===== src/rtl/mux_nto1_pipe.sv =====
// mux_nto1_pipe: parametrised N-to-1 selector with a single registered output
// slot. Channels are chosen either by an explicit index or by a round-robin
// arbiter that resumes after the last served channel.
//
// Handshake: a beat moves from input channel k when valid_i[k] and ready_o[k]
// are both high on a rising edge; it leaves the slot when valid_o and ready_i
// are both high on a rising edge. ready_o never depends on the slot contents
// other than through can_load = !valid_o | ready_i, so a drain and a load may
// happen on the same edge with no bubble. Producers may drop valid at will.
module mux_nto1_pipe #(
    parameter int size   = 32,
    parameter int ch_num = 4,
    parameter int sel_w  = 2
) (
    input  logic                   clk_i,
    input  logic                   rst_i,
    input  logic [ch_num*size-1:0] data_i,
    input  logic [ch_num-1:0]      valid_i,
    output logic [ch_num-1:0]      ready_o,
    input  logic                   mode_i,
    input  logic [sel_w-1:0]       select_i,
    output logic [size-1:0]        data_o,
    output logic                   valid_o,
    input  logic                   ready_i,
    output logic [sel_w-1:0]       grant_o
);

    // Output slot and arbitration pointer
    logic [size-1:0]   r_data;
    logic              r_valid;
    logic [sel_w-1:0]  r_grant;
    logic [sel_w-1:0]  r_rr_ptr;

    // Combinational decisions for the current cycle
    logic              w_can_load;
    logic              w_hi_found;
    logic [sel_w-1:0]  w_hi_cand;
    logic              w_lo_found;
    logic [sel_w-1:0]  w_lo_cand;
    logic              w_rr_found;
    logic [sel_w-1:0]  w_rr_cand;
    logic [ch_num-1:0] w_ready;
    logic              w_xfer;
    logic [sel_w-1:0]  w_xfer_idx;
    logic [size-1:0]   w_xfer_data;

    // The slot can accept a beat when it is empty or is being drained now.
    assign w_can_load = !r_valid || ready_i;

    // Round-robin candidate: first valid channel above the pointer, otherwise
    // the first valid channel from 0 up to the pointer (wrap stays < ch_num).
    always_comb begin
        w_hi_found = 1'b0;
        w_hi_cand  = '0;
        w_lo_found = 1'b0;
        w_lo_cand  = '0;
        for (int k = 0; k < ch_num; k++) begin
            if (valid_i[k]) begin
                if (k > int'(r_rr_ptr)) begin
                    if (!w_hi_found) begin
                        w_hi_found = 1'b1;
                        w_hi_cand  = sel_w'(k);
                    end
                end else begin
                    if (!w_lo_found) begin
                        w_lo_found = 1'b1;
                        w_lo_cand  = sel_w'(k);
                    end
                end
            end
        end
        w_rr_found = w_hi_found || w_lo_found;
        w_rr_cand  = w_hi_found ? w_hi_cand : w_lo_cand;
    end

    // Per-channel ready: at most one bit, forced low during reset. An
    // out-of-range explicit select matches no channel, so nothing is ready.
    always_comb begin
        w_ready = '0;
        if (rst_i && w_can_load) begin
            for (int k = 0; k < ch_num; k++) begin
                if (mode_i) begin
                    if (w_rr_found && (w_rr_cand == sel_w'(k))) begin
                        w_ready[k] = 1'b1;
                    end
                end else if (int'(select_i) == k) begin
                    w_ready[k] = 1'b1;
                end
            end
        end
    end

    // Identify the channel completing a transfer this cycle and its data.
    always_comb begin
        w_xfer      = 1'b0;
        w_xfer_idx  = '0;
        w_xfer_data = '0;
        for (int k = 0; k < ch_num; k++) begin
            if (w_ready[k] && valid_i[k]) begin
                w_xfer      = 1'b1;
                w_xfer_idx  = sel_w'(k);
                w_xfer_data = data_i[k*size +: size];
            end
        end
    end

    // Slot and pointer update: load wins over drain; the pointer follows every
    // transfer in either mode so fairness carries across mode switches.
    always_ff @(posedge clk_i or negedge rst_i) begin
        if (!rst_i) begin
            r_data   <= '0;
            r_valid  <= 1'b0;
            r_grant  <= '0;
            r_rr_ptr <= sel_w'(ch_num - 1);
        end else if (w_xfer) begin
            r_data   <= w_xfer_data;
            r_valid  <= 1'b1;
            r_grant  <= w_xfer_idx;
            r_rr_ptr <= w_xfer_idx;
        end else if (ready_i) begin
            r_valid  <= 1'b0;
        end
    end

    assign ready_o = w_ready;
    assign data_o  = r_data;
    assign valid_o = r_valid;
    assign grant_o = r_grant;

endmodule


===== config.mk =====
export PLATFORM = sky130hd
export DESIGN_NAME = mux_nto1_pipe
export DESIGN_NICKNAME = d
export VERILOG_FILES = /design/src/rtl/mux_nto1_pipe.sv
export SDC_FILE = /design/constraint.sdc
export NUM_CORES = 1
export LEC_CHECK = 0
export ABC_CLOCK_PERIOD_IN_PS = 3450
export CAP_MARGIN = 40
export CORE_MARGIN = 2
export CORE_UTILIZATION = 42
export CTS_BUF_LIST = sky130_fd_sc_hd__clkbuf_2
export CTS_CLUSTER_SIZE = 40
export DETAILED_ROUTE_END_ITERATION = 8
export GPL_TIMING_DRIVEN = 0
export PLACE_DENSITY = 0.89
export REMOVE_ABC_BUFFERS = 1
export SETUP_SLACK_MARGIN = 0.05
export SLEW_MARGIN = 20
export SYNTH_ARGS = -nofsm -noshare
export SYNTH_HDL_FRONTEND = slang
export SYNTH_SLANG_ARGS = --single-unit

===== constraint.sdc =====
create_clock -name clk_i -period 3.45 [get_ports clk_i]
set_input_delay 0.69 -clock clk_i [delete_from_list [all_inputs] [get_ports clk_i]]
set_output_delay 0.69 -clock clk_i [all_outputs]
set_load 0.1 [all_outputs]

* Word level (Yosys, flattened, before mapping) *
Cells that the tools add are included.

cells by class
  $lt $le $gt $ge = 3
  eq/ne operators = 6
  multiplexer cells = 57
  reduce and logical (&&, ||, !) cells = 15

operators by type and width
  operator                                                              count
  32-bit 2-to-1 mux                                                     4
  1-bit 2-to-1 mux                                                      37
  2-bit 2-to-1 mux                                                      15
  1-bit logical AND                                                     9
  2-bit == test (second input constant)                                 4
  2-bit by 1-bit == test with 1-bit output (second input constant)      2
  2-bit > comparator (first input constant)                             2
  2-bit logical NOT                                                     2
  4-bit 2-to-1 mux                                                      1
  1-bit by 2-bit > comparator with 1-bit output (first input constant)  1
  1-bit logical OR                                                      2
  2-bit nonzero test                                                    1
  1-bit logical NOT                                                     1

storage, ports and cells
  flip-flop bits (word level) = 37
  bits of input ports = 138
  output and inout port bits = 39
  word-level logic and storage cells = 85

* Longest topological paths before layout *
Gate-level depths: netlist of run 1.

  depth after elaboration = 22
  gate-level depth with buffers = 9
  gate-level depth less buffers = 6

* Worst setup path after synthesis of run 1 *
OpenSTA, ideal clock, no wires.

  kind = input to output
  from = in valid_i[0]
  to = out ready_o[1]
  arrival time = 3.224 ns
  path slack = -0.464 ns
  stages = 6
  cells stage by stage = clkbuf_1 -> or3_1 -> o31ai_2 -> clkbuf_1 -> o211ai_1 -> a21oi_1

between the ends
  cells in the longest elaborated chain, start to end = 16
  elaborated cells on any way between the ends = 23

ends and longest elaborated chain
  element                                   line  text
  from (decl)                               18    input logic [ch_num-1:0] valid_i,
  1-bit 2-to-1 mux *                        58    if (valid_i[k]) begin
  1-bit 2-to-1 mux                          65    if (!w_lo_found) begin
  1-bit 2-to-1 mux                          59    if (k > int'(r_rr_ptr)) begin
  1-bit 2-to-1 mux                          58
  2-bit 2-to-1 mux                          65
  2-bit 2-to-1 mux                          59
  2-bit 2-to-1 mux                          58
  2-bit 2-to-1 mux                          65
  2-bit 2-to-1 mux                          59
  2-bit 2-to-1 mux                          58
  2-bit 2-to-1 mux                          73    w_rr_cand = w_hi_found ? w_hi_cand : w_lo_cand;
  2-bit by 1-bit == test with 1-bit output  83    if (w_rr_found && (w_rr_cand == sel_w'(k))) begin
  1-bit logical AND *                       83
  1-bit 2-to-1 mux *                        83
  1-bit 2-to-1 mux *                        82    if (mode_i) begin
  4-bit 2-to-1 mux *                        80    if (rst_i && w_can_load) begin
  to (decl)                                 19    output logic [ch_num-1:0] ready_o,

Every way passes the cells marked *; elsewhere a longest branch is shown, timed or not.

* Final worst setup path of run 1 *
  from = in valid_i[1]
  to = out ready_o[0]

between the ends
  cells in the longest elaborated chain, start to end = 13
  elaborated cells on any way between the ends = 31

ends and longest elaborated chain
  element                                     line
  1-bit 2-to-1 mux                            58
  2-bit 2-to-1 mux, on equally long branches  65, 60
  2-bit 2-to-1 mux                            59
  2-bit 2-to-1 mux                            58
  2-bit 2-to-1 mux, on equally long branches  65, 60
  2-bit 2-to-1 mux                            59
  2-bit 2-to-1 mux                            58
  2-bit 2-to-1 mux                            73
  2-bit logical NOT                           83
  1-bit logical AND *                         83
  1-bit 2-to-1 mux *                          83
  1-bit 2-to-1 mux *                          82
  4-bit 2-to-1 mux *                          80

Marked as above.

==> flow_summary_export.csv, run 1 <==
group,metric,value,unit
cells_and_area,fin_area,5780,um^2
power,clockPowerShare,0.040,
placed_design,placed_area,5670,um^2
global_route,grt_max_degree,35,
synthesis,synth.distinct_cells,40,
global_route,grt_pass1_vias,4108,
clocking,root_buffer,"clkbuf_2",
sta,setup_viol,0,
sta,hold_violations,0,
sta,rsz0062_at_grt,"no",
power,p_sw,0.00289,W
placed_design,place_inst,642,
placed_design,hpwl,9800,um
sta,drv_slew,0,
cells_and_area,drive_above_1_share,0.150,
worst_setup_path,cp-end-kind,"output pin",
sta,fin_crit_sh,0.950,
floorplanning,ios,177,
floorplanning,die_area,7740,um^2
worst_setup_path,required,2.76,ns
drt,routed_wl,13300,um
floorplanning,initial_utilization,0.436,
drt,vias,3855,
clocking,numCtsBuffers,5,
power,power.leakage,2.48,nW
synthesis,synthCells,357,
clocking,cts_tree,"done",
global_route,grt-ovfl-total,0,
sta,hold_slack,0.203,ns
clocking,clock_latency,0.41,ns
cells_and_area,areaGrowthSynthToFinish,95.3,%
synthesis,synth_edf_count,0,
sta,layout_setup_ws,0.173,ns
clocking,cts.htree.levels,2,
power,peakVddDrop,749,uV
placed_design,port-buffer-count,176,
synthesis,synth_top_area_share,0.296,
run_status,status,"finished, final reports clean",
global_route,grt_pass1_wl,20000,um
power,powerDensity,920,nW/um^2
synthesis,async_flop_share,1.00,
power,switching_share,0.543,
power,p_seq_frac,0.152,
cells_and_area,fin_cells,657,
sta,max_slew.worst_pin.slew,0.827,ns
sta,fin_skew,0.0320,ns
sta,max_freq,305,MHz
clocking,cts_num_sinks,37,
cells_and_area,fill_cells,365,
sta,post-route-min-period,3.28,ns
cells_and_area,nets,698,
drt,vias_per_cell,5.87,
clocking,cts_buffer_depth,2,
floorplanning,core,6790,um^2
worst_setup_path,worstPathArrival,2.59,ns
synthesis,ys_ff_latch,37,
clocking,cts.hold.buffers_added,0,
floorplanning,die_w,88.0,um
cells_and_area,antenna_cells,0,
drt,wl_per_cell,20.3,um
worst_setup_path,path_max_fanout,8,
synthesis,seq_area_frac_synth,0.313,
synthesis,syn_area_per_cell,8.30,um^2
floorplanning,row_count,30,
synthesis,netlist_area,2960,um^2
synthesis,synth_top_area_cell,"dfrtp_1",
worst_setup_path,cp-start-kind,"input port",
sta,relSlewSlack,0.446,
worst_setup_path,crit_type,"input port to output pin",
power,p_int,0.00243,W
drt,drtIter0Drc,236,
global_route,antenna_found_initial,0,
min_path,hp-class,"input port to asynchronous set/reset pin",
drt,drt-pass1-iter-count,5,
synthesis,ys.flop_type,"dfrtp_1",
placed_design,place_congestion,0.885,
clocking,clk_pin_slew_worst_paths,0.23,ns
placed_design,pre_cts_slack,-0.739,ns
drt,final_antenna_net_count,0,
synthesis,synth_warnings,0,
synthesis,synthTopCellsByArea,"dfrtp_1, mux2i_1, o211ai_1",
power,pwr-share-comb,0.807,
floorplanning,dieHeight,88.0,um
drt,drc_errors,0,
global_route,track_usage,0.339,
run,cap_violations,0,
area by class of cell:
type / instances / area [um^2] / share of cell area
Sequential cell: 37 / 928 / 0.161
Multi-Input combinational cell: 252 / 1780 / 0.307
Inverter: 34 / 128 / 0.0221
Clock inverter: 3 / 16.3 / 0.00281
Clock buffer: 5 / 25.0 / 0.00433
Timing Repair Buffer: 230 / 2790 / 0.482
Tap cell: 96 / 120 / 0.0208
logic make-up after synthesis:
| group | share of synthesized area |
|---|---|
| flops | 0.313 |
| simple gates | 0.166 |
| compound gates | 0.300 |
| mux | 0.108 |
| buf+inv | 0.113 |
cells in the mapped netlist, types with 2 or more instances:
cell type   n
nand2_1    37
dfrtp_1    35
inv_1      34
o211ai_1   33
mux2i_1    32
nor3_1     32
o31ai_1    32
a31oi_1    29
clkbuf_1   25
buf_6      10
nand3_1     6
nor2_1      5
a21oi_1     4
nand2b_1    4
a21o_1      3
a31oi_2     3
nor2b_1     3
nor3b_1     3
o21ai_1     3
dfstp_2     2
or2_1       2
or3_1       2
timing repair:
action	4_1_cts	5_1_grt
setup buffers	3	6
gates cloned	1	0
gates resized for setup	10	5
endpoints found under the setup margin	36	20
pin swaps	1	2
flip-flops by register name, indices dropped and copies added (netlist names):
register,flops
valid_o,1
data_o,32
r_rr_ptr,2
grant_o,2
layer usage:
| layer | routed length, um | track usage |
|---|---|---|
| met4 | 615 | 0.218 |
| met2 | 7000 | 0.613 |
| met5 | 0 | 0 |
| met1 | 4680 | 0.353 |
| met3 | 1050 | 0.0726 |
placed cells by master (no fill, tap or decap), types with 4 or more instances in the layout:
master | netlist | routed
buf_8 | 0 | 24
mux2i_1 | 32 | 32
a31oi_1 | 29 | 29
clkdlybuf4s50_1 | 0 | 167
nand2_1 | 37 | 36
a21oi_1 | 4 | 4
o31ai_1 | 32 | 32
nor3_1 | 32 | 32
o211ai_1 | 33 | 33
buf_16 | 0 | 21
dfrtp_1 | 35 | 35
nand2b_1 | 4 | 4
buf_4 | 0 | 9
clkbuf_2 | 0 | 6
inv_1 | 34 | 34
nand3_1 | 6 | 6
nor2_1 | 5 | 5
critical path: stages:
cell	delay [ns]
clkdlybuf4s15_1	0.33
nor2b_1	0.21
o21bai_1	0.31
nand3_1	0.13
a21oi_1	0.17
clkdlybuf4s50_1	0.53
buf_8	0.20
power groups by stage:
stage          logic (W)  registers, W  clock network (W)
3_5_place_dp     0.00422      0.000829                  0
3_3_place_gp     0.00303      0.000798                  0
6_report         0.00430      0.000811           0.000215
5_1_grt          0.00444      0.000837           0.000236
4_1_cts          0.00426      0.000810           0.000213
2_1_floorplan   0.000688       0.00233                  0
stage by stage:
step / total power, W / TNS, ns / util
after CTS: 0.00529 / 0 / 0.845
after detailed placement: 0.00505 / -21.48 / 0.835
after global placement: 0.00383 / -116.53 / 0.683
after global routing: 0.00551 / 0 / 0.851
after floorplan: 0.00302 / -10.91 / -
final: 0.00532 / 0 / 0.851
final timing paths:
path	start	end	slack, ns	depth (start not counted)
min	rst_i	data_o[24]	0.20	1
max in group asynchronous	rst_i	data_o[23]	2.72	2
max	valid_i[1]	ready_o[0]	0.17	7
min reg2reg	grant_o[0]	grant_o[0]	0.55	1
min in group clk_i	grant_o[0]	grant_o[0]	0.55	1
max reg2reg	r_rr_ptr[0]	data_o[1]	0.50	9
Note: power is estimated with default switching activity, not from simulation.
==> run 2: changes to the inputs <==
CORE_MARGIN = 3   (was 2)
SLEW_MARGIN = 10   (was 20)
TNS_END_PERCENT = 10   (was default)
==> run 2 against run 1 <==
Utilization up 2.5 points. Via count grew 3.9%. Die area is 4.6% higher. Combinational power is 0.9% higher. Global-route usage down 1.7 points. Clock-buffer cell count is 2 higher. Fmax down 4.2%. Largest power group unchanged.
==> flow_summary_export.csv, run 2 (synthesis results as in run 1) <==
group,metric,value,unit
global_route,antenna_found_initial,0,
global_route,grt_pass1_vias,4222,
floorplanning,die_w,90.0,um
cells_and_area,layout_commonest_cell,"clkdlybuf4s50_1",
clocking,cts_buffer_depth,2,
cells_and_area,nets,703,
drt,drc_errors,0,
power,power.leakage,2.49,nW
drt,routed_wl,13600,um
cells_and_area,final_cell_mix,"clkdlybuf4s50_1, nand2_1, dfrtp_1",
worst_setup_path,worstPathArrival,2.73,ns
drt,final_antenna_net_count,0,
clocking,clock_latency,0.41,ns
worst_setup_path,cp-start-kind,"input port",
cells_and_area,fin_area,5790,um^2
clocking,numCtsBuffers,5,
global_route,grt-ovfl-total,0,
min_path,hp-class,"input port to asynchronous set/reset pin",
worst_setup_path,crit_slowest_cell,"clkdlybuf4s50_1",
power,total_power,0.00536,W
power,powerDensity,925,nW/um^2
floorplanning,core,6600,um^2
clocking,cts_tree,"done",
floorplanning,die_area,8090,um^2
global_route,grt_max_degree,37,
cells_and_area,antenna_cells,0,
placed_design,place_congestion,0.867,
drt,drtIter0Drc,282,
cells_and_area,areaGrowthSynthToFinish,95.4,%
global_route,track_usage,0.323,
floorplanning,initial_utilization,0.448,
drt,wl_per_cell,20.7,um
sta,drv_slew,0,
clocking,cts_num_sinks,37,
global_route,grt_pass1_wl,21300,um
placed_design,place_inst,641,
worst_setup_path,reg2reg_depth,10,
cells_and_area,drive_above_1_share,0.161,
worst_setup_path,worst_r2r_endpoint,"data_o[20]",
run_status,status,"finished, final reports clean",
cells_and_area,fill_cells,318,
worst_setup_path,startpoint,"valid_i[1]",
drt,vias,4004,
worst_setup_path,worst_r2r_startpoint,"r_rr_ptr[0]",
cells_and_area,seqCellArea,928,um^2
sta,max_slew.worst_pin.slew,0.815,ns
placed_design,hpwl,10200,um
sta,relSlewSlack,0.454,
drt,drt-pass1-iter-count,5,
sta,fin_skew,0.0363,ns
sta,setup_viol,0,
worst_setup_path,crit_chain,"dlygate4sd2_1, nand2b_1, a311o_1, nor2b_1, a21oi_1, nor2_1, clkdlybuf4s50_1, buf_8",
sta,post-route-min-period,3.42,ns
cells_and_area,largest_reg_flops,32,
clocking,root_buffer,"clkbuf_2",
placed_design,placed_area,5670,um^2
worst_setup_path,required,2.76,ns
worst_setup_path,crit_type,"input port to output pin",
cells_and_area,fin_cells,659,
cells_and_area,multiInputGateArea,1770,um^2
clocking,cts.htree.levels,2,
power,peakVddDrop,903,uV
floorplanning,row_count,29,
clocking,clk_pin_slew_worst_paths,0.23,ns
sta,hold_violations,0,
floorplanning,dieHeight,90.0,um
sta,fin_crit_sh,0.992,
sta,max_freq,292,MHz
worst_setup_path,cp-end-kind,"output pin",
run,cap_violations,0,
floorplanning,ios,177,
placed_design,port-buffer-count,176,
worst_setup_path,rrSetupSlack,0.59,ns
worst_setup_path,path_max_fanout,7,
worst_setup_path,slowest_delay,0.45,ns
drt,vias_per_cell,6.08,
==> run 2: changes by cell type in the layout (fill, tap and decap cells not counted), moves of 2 or more <==
cell             change
buf_4                +2
buf_8                +3
clkbuf_2             +3
buf_16               -3
clkdlybuf4s50_1      +2
clkinv_1             -2
==> run 2: cell type report <==
class,count,share of cell area
clock inverter,1,0.00130
inverter,34,0.0220
clock buffer,7,0.00605
multi-input combinational,251,0.305
sequential,37,0.160
timing repair buffer,236,0.485
tap,93,0.0201
==> run 2: how the worst max path moves through the flow <==
| stage | to | slack (ns) |
|---|---|---|
| CTS | ready_o[2] | 0.01 |
| global route | ready_o[2] | -0.08 |
| floorplan | ready_o[1] | -1.01 |
| finish | ready_o[2] | 0.03 |
| detailed placement | data_o[2] | -0.44 |
| global placement | data_o[29] | -3.18 |
==> run 2: worst max-delay path: cells and delay by family <==
family	cells	cell delay, ns
buf+inv	3	1.00
compound gates	2	0.64
simple gates	3	0.39
==> run 2: repair_timing <==
item,CTS,global route
buffers inserted,1,10
gates cloned,0,0
pin swaps,1,2
gates resized for setup,8,8
hold buffers,0,0
setup endpoints to repair,25,22
==> run 2: metal layers <==
metal	track usage	part of all wire	vias up
met5	0	0	-
li1	-	-	1743
met1	0.332	0.34	1887
met4	0.189	0.053	0
met3	0.0810	0.086	74
met2	0.590	0.52	300
==> run 2: where the power goes <==
part,internal (W),total [W],switching (W)
registers,0.000665,0.000805,0.000140
clock network,0.0000561,0.000215,0.000158
logic,0.00173,0.00434,0.00261
total,0.00245,0.00536,0.00290
==> run 2: stage by stage <==
stage,setup slack (ns),utilization,hold WS (ns),setup TNS (ns)
after global placement,-3.18,0.702,0.462,-119.00
after floorplan,-1.01,-,0.394,-10.91
after global routing,-0.0809,0.876,0.0322,-0.0809
after detailed placement,-0.444,0.858,0.484,-12.35
after CTS,0.0137,0.865,0.0599,0
final,0.0280,0.876,0.0485,0
==> run 3: changes to the inputs <==
CTS_BUF_LIST = sky130_fd_sc_hd__clkbuf_8   (was sky130_fd_sc_hd__clkbuf_2)
==> run 3 against run 2 <==
Global-route usage up 0.094 points. Clock-buffer cell count down 2. Die area unchanged. Sequential power up 3.0%. Final area up 0.28%. Sequential share of layout area about the same.
==> flow_summary_export.csv, run 3 (synthesis results as in run 1) <==
group,metric,value,unit
power,powerDensity,932,nW/um^2
power,peakVddDrop,895,uV
placed_design,hpwl,10200,um
cells_and_area,antenna_cells,0,
floorplanning,die_area,8090,um^2
global_route,grt-ovfl-total,0,
cells_and_area,drive_above_1_share,0.146,
worst_setup_path,startpoint,"valid_i[3]",
global_route,grt_pass1_wl,21300,um
cells_and_area,utilization,0.879,
global_route,met3_usage,0.0785,
sta,rsz0062_at_grt,"yes",
run,cap_violations,0,
sta,setup_viol,0,
worst_setup_path,worst_r2r_startpoint,"r_rr_ptr[0]",
global_route,grt_max_degree,37,
worst_setup_path,cp-start-kind,"input port",
clocking,cts_tree,"done",
cells_and_area,fin_cells,655,
placed_design,port-buffer-count,176,
drt,routed_wl,13400,um
cells_and_area,largest_reg_flops,32,
drt,vias_per_cell,6.06,
clocking,clk_pin_slew_worst_paths,0.08,ns
placed_design,place_inst,641,
sta,max_slew.worst_pin.slew,0.804,ns
floorplanning,row_count,29,
sta,hold_violations,0,
global_route,antenna_found_initial,0,
worst_setup_path,path_max_fanout,9,
run_status,status,"finished, final reports clean",
cells_and_area,areaGrowthSynthToFinish,96.0,%
clocking,cts_buffer_depth,2,
sta,drv_slew,0,
global_route,use_met2,0.587,
global_route,top_usage_layer,"met2",
sta,hold_slack,0.208,ns
sta,fin_crit_sh,0.992,
global_route,track_usage,0.323,
global_route,grt_pass1_vias,4218,
global_route,met1_usage,0.333,
worst_setup_path,required,2.76,ns
sta,post-route-min-period,3.42,ns
drt,drc_errors,0,
cells_and_area,layout_commonest_cell,"clkdlybuf4s50_1",
drt,drt-pass1-iter-count,5,
min_path,hp-class,"input port to asynchronous set/reset pin",
drt,vias,3970,
drt,drtIter0Drc,281,
sta,fin_skew,0.0114,ns
floorplanning,core,6600,um^2
cells_and_area,nets,699,
sta,max_freq,292,MHz
placed_design,place_congestion,0.867,
floorplanning,dieHeight,90.0,um
worst_setup_path,cp-end-kind,"output pin",
floorplanning,initial_utilization,0.448,
floorplanning,die_w,90.0,um
clocking,cts.htree.levels,2,
clocking,numCtsBuffers,5,
worst_setup_path,crit_type,"input port to output pin",
drt,wl_per_cell,20.5,um
cells_and_area,fill_cells,316,
worst_setup_path,worstPathArrival,2.73,ns
cells_and_area,final_cell_mix,"clkdlybuf4s50_1, nand2_1, inv_1",
sta,relSlewSlack,0.462,
floorplanning,ios,177,
clocking,root_buffer,"clkbuf_8",
power,power.leakage,2.50,nW
clocking,clock_latency,0.30,ns
clocking,cts_num_sinks,37,
drt,final_antenna_net_count,0,
[run 3: per-layer routing]
layer	up-vias	part of all wire
met5	-	0
met4	0	0.058
met3	81	0.090
met2	299	0.52
met1	1856	0.33
li1	1734	-
[run 3: final cells by class]
class                   count  area, um^2  share of cell area
clock buffers               5        68.8              0.0119
well taps                  93         116              0.0200
flip-flops and latches     37         928               0.160
repair buffers            232        2790               0.480
inverters                  34         128              0.0220
clock inverters             3        15.0             0.00259
multi-input cells         251        1760               0.303
[run 3: what timing repair did]
| action | 4_1_cts | 5_1_grt |
|---|---|---|
| pin swaps | 1 | 1 |
| resized for setup | 9 | 5 |
| hold buffers | 0 | 0 |
| setup buffers | 2 | 5 |
| endpoints found under the setup margin | 26 | 22 |
[run 3: metrics by stage]
| step | power (W) | TNS (ns) | instance area [um^2] | worst slack [ns] |
|---|---|---|---|---|
| 2_1_floorplan | 0.00302 | -10.91 | 2760 | -1.01 |
| 3_3_place_gp | 0.00384 | -119.00 | 4630 | -3.18 |
| 3_5_place_dp | 0.00505 | -12.35 | 5670 | -0.444 |
| 4_1_cts | 0.00537 | 0 | 5760 | 0.0391 |
| 5_1_grt | 0.00557 | -0.0291 | 5800 | -0.0291 |
| 6_report | 0.00541 | 0 | 5800 | 0.0291 |
[run 3: report_power, final]
group / switching (W) / leakage (nW) / internal, W / total [W]
Combinational: 0.00258 / 2.02 / 0.00171 / 0.00428
Clock: 0.000161 / 0.0467 / 0.000137 / 0.000299
Sequential: 0.000159 / 0.435 / 0.000670 / 0.000829
Total: 0.00290 / 2.50 / 0.00251 / 0.00541
[run 3: worst max-delay path, stage by stage]
cell	delay [ns]
dlygate4sd2_1	0.34
and2b_1	0.25
o21ai_1	0.24
and3_4	0.28
a21oi_1	0.09
nor2_1	0.11
clkdlybuf4s50_1	0.53
buf_12	0.18
[run 3: final timing paths]
| path | to | slack [ns] | cells past startpoint |
|---|---|---|---|
| min | data_o[2] | 0.21 | 1 |
| min in group clk_i | grant_o[0] | 0.51 | 1 |
| max | ready_o[2] | 0.03 | 8 |
| max reg2reg | data_o[6] | 0.64 | 7 |
| max in group asynchronous | r_rr_ptr[1] | 2.75 | 2 |
| min reg2reg | grant_o[0] | 0.51 | 1 |
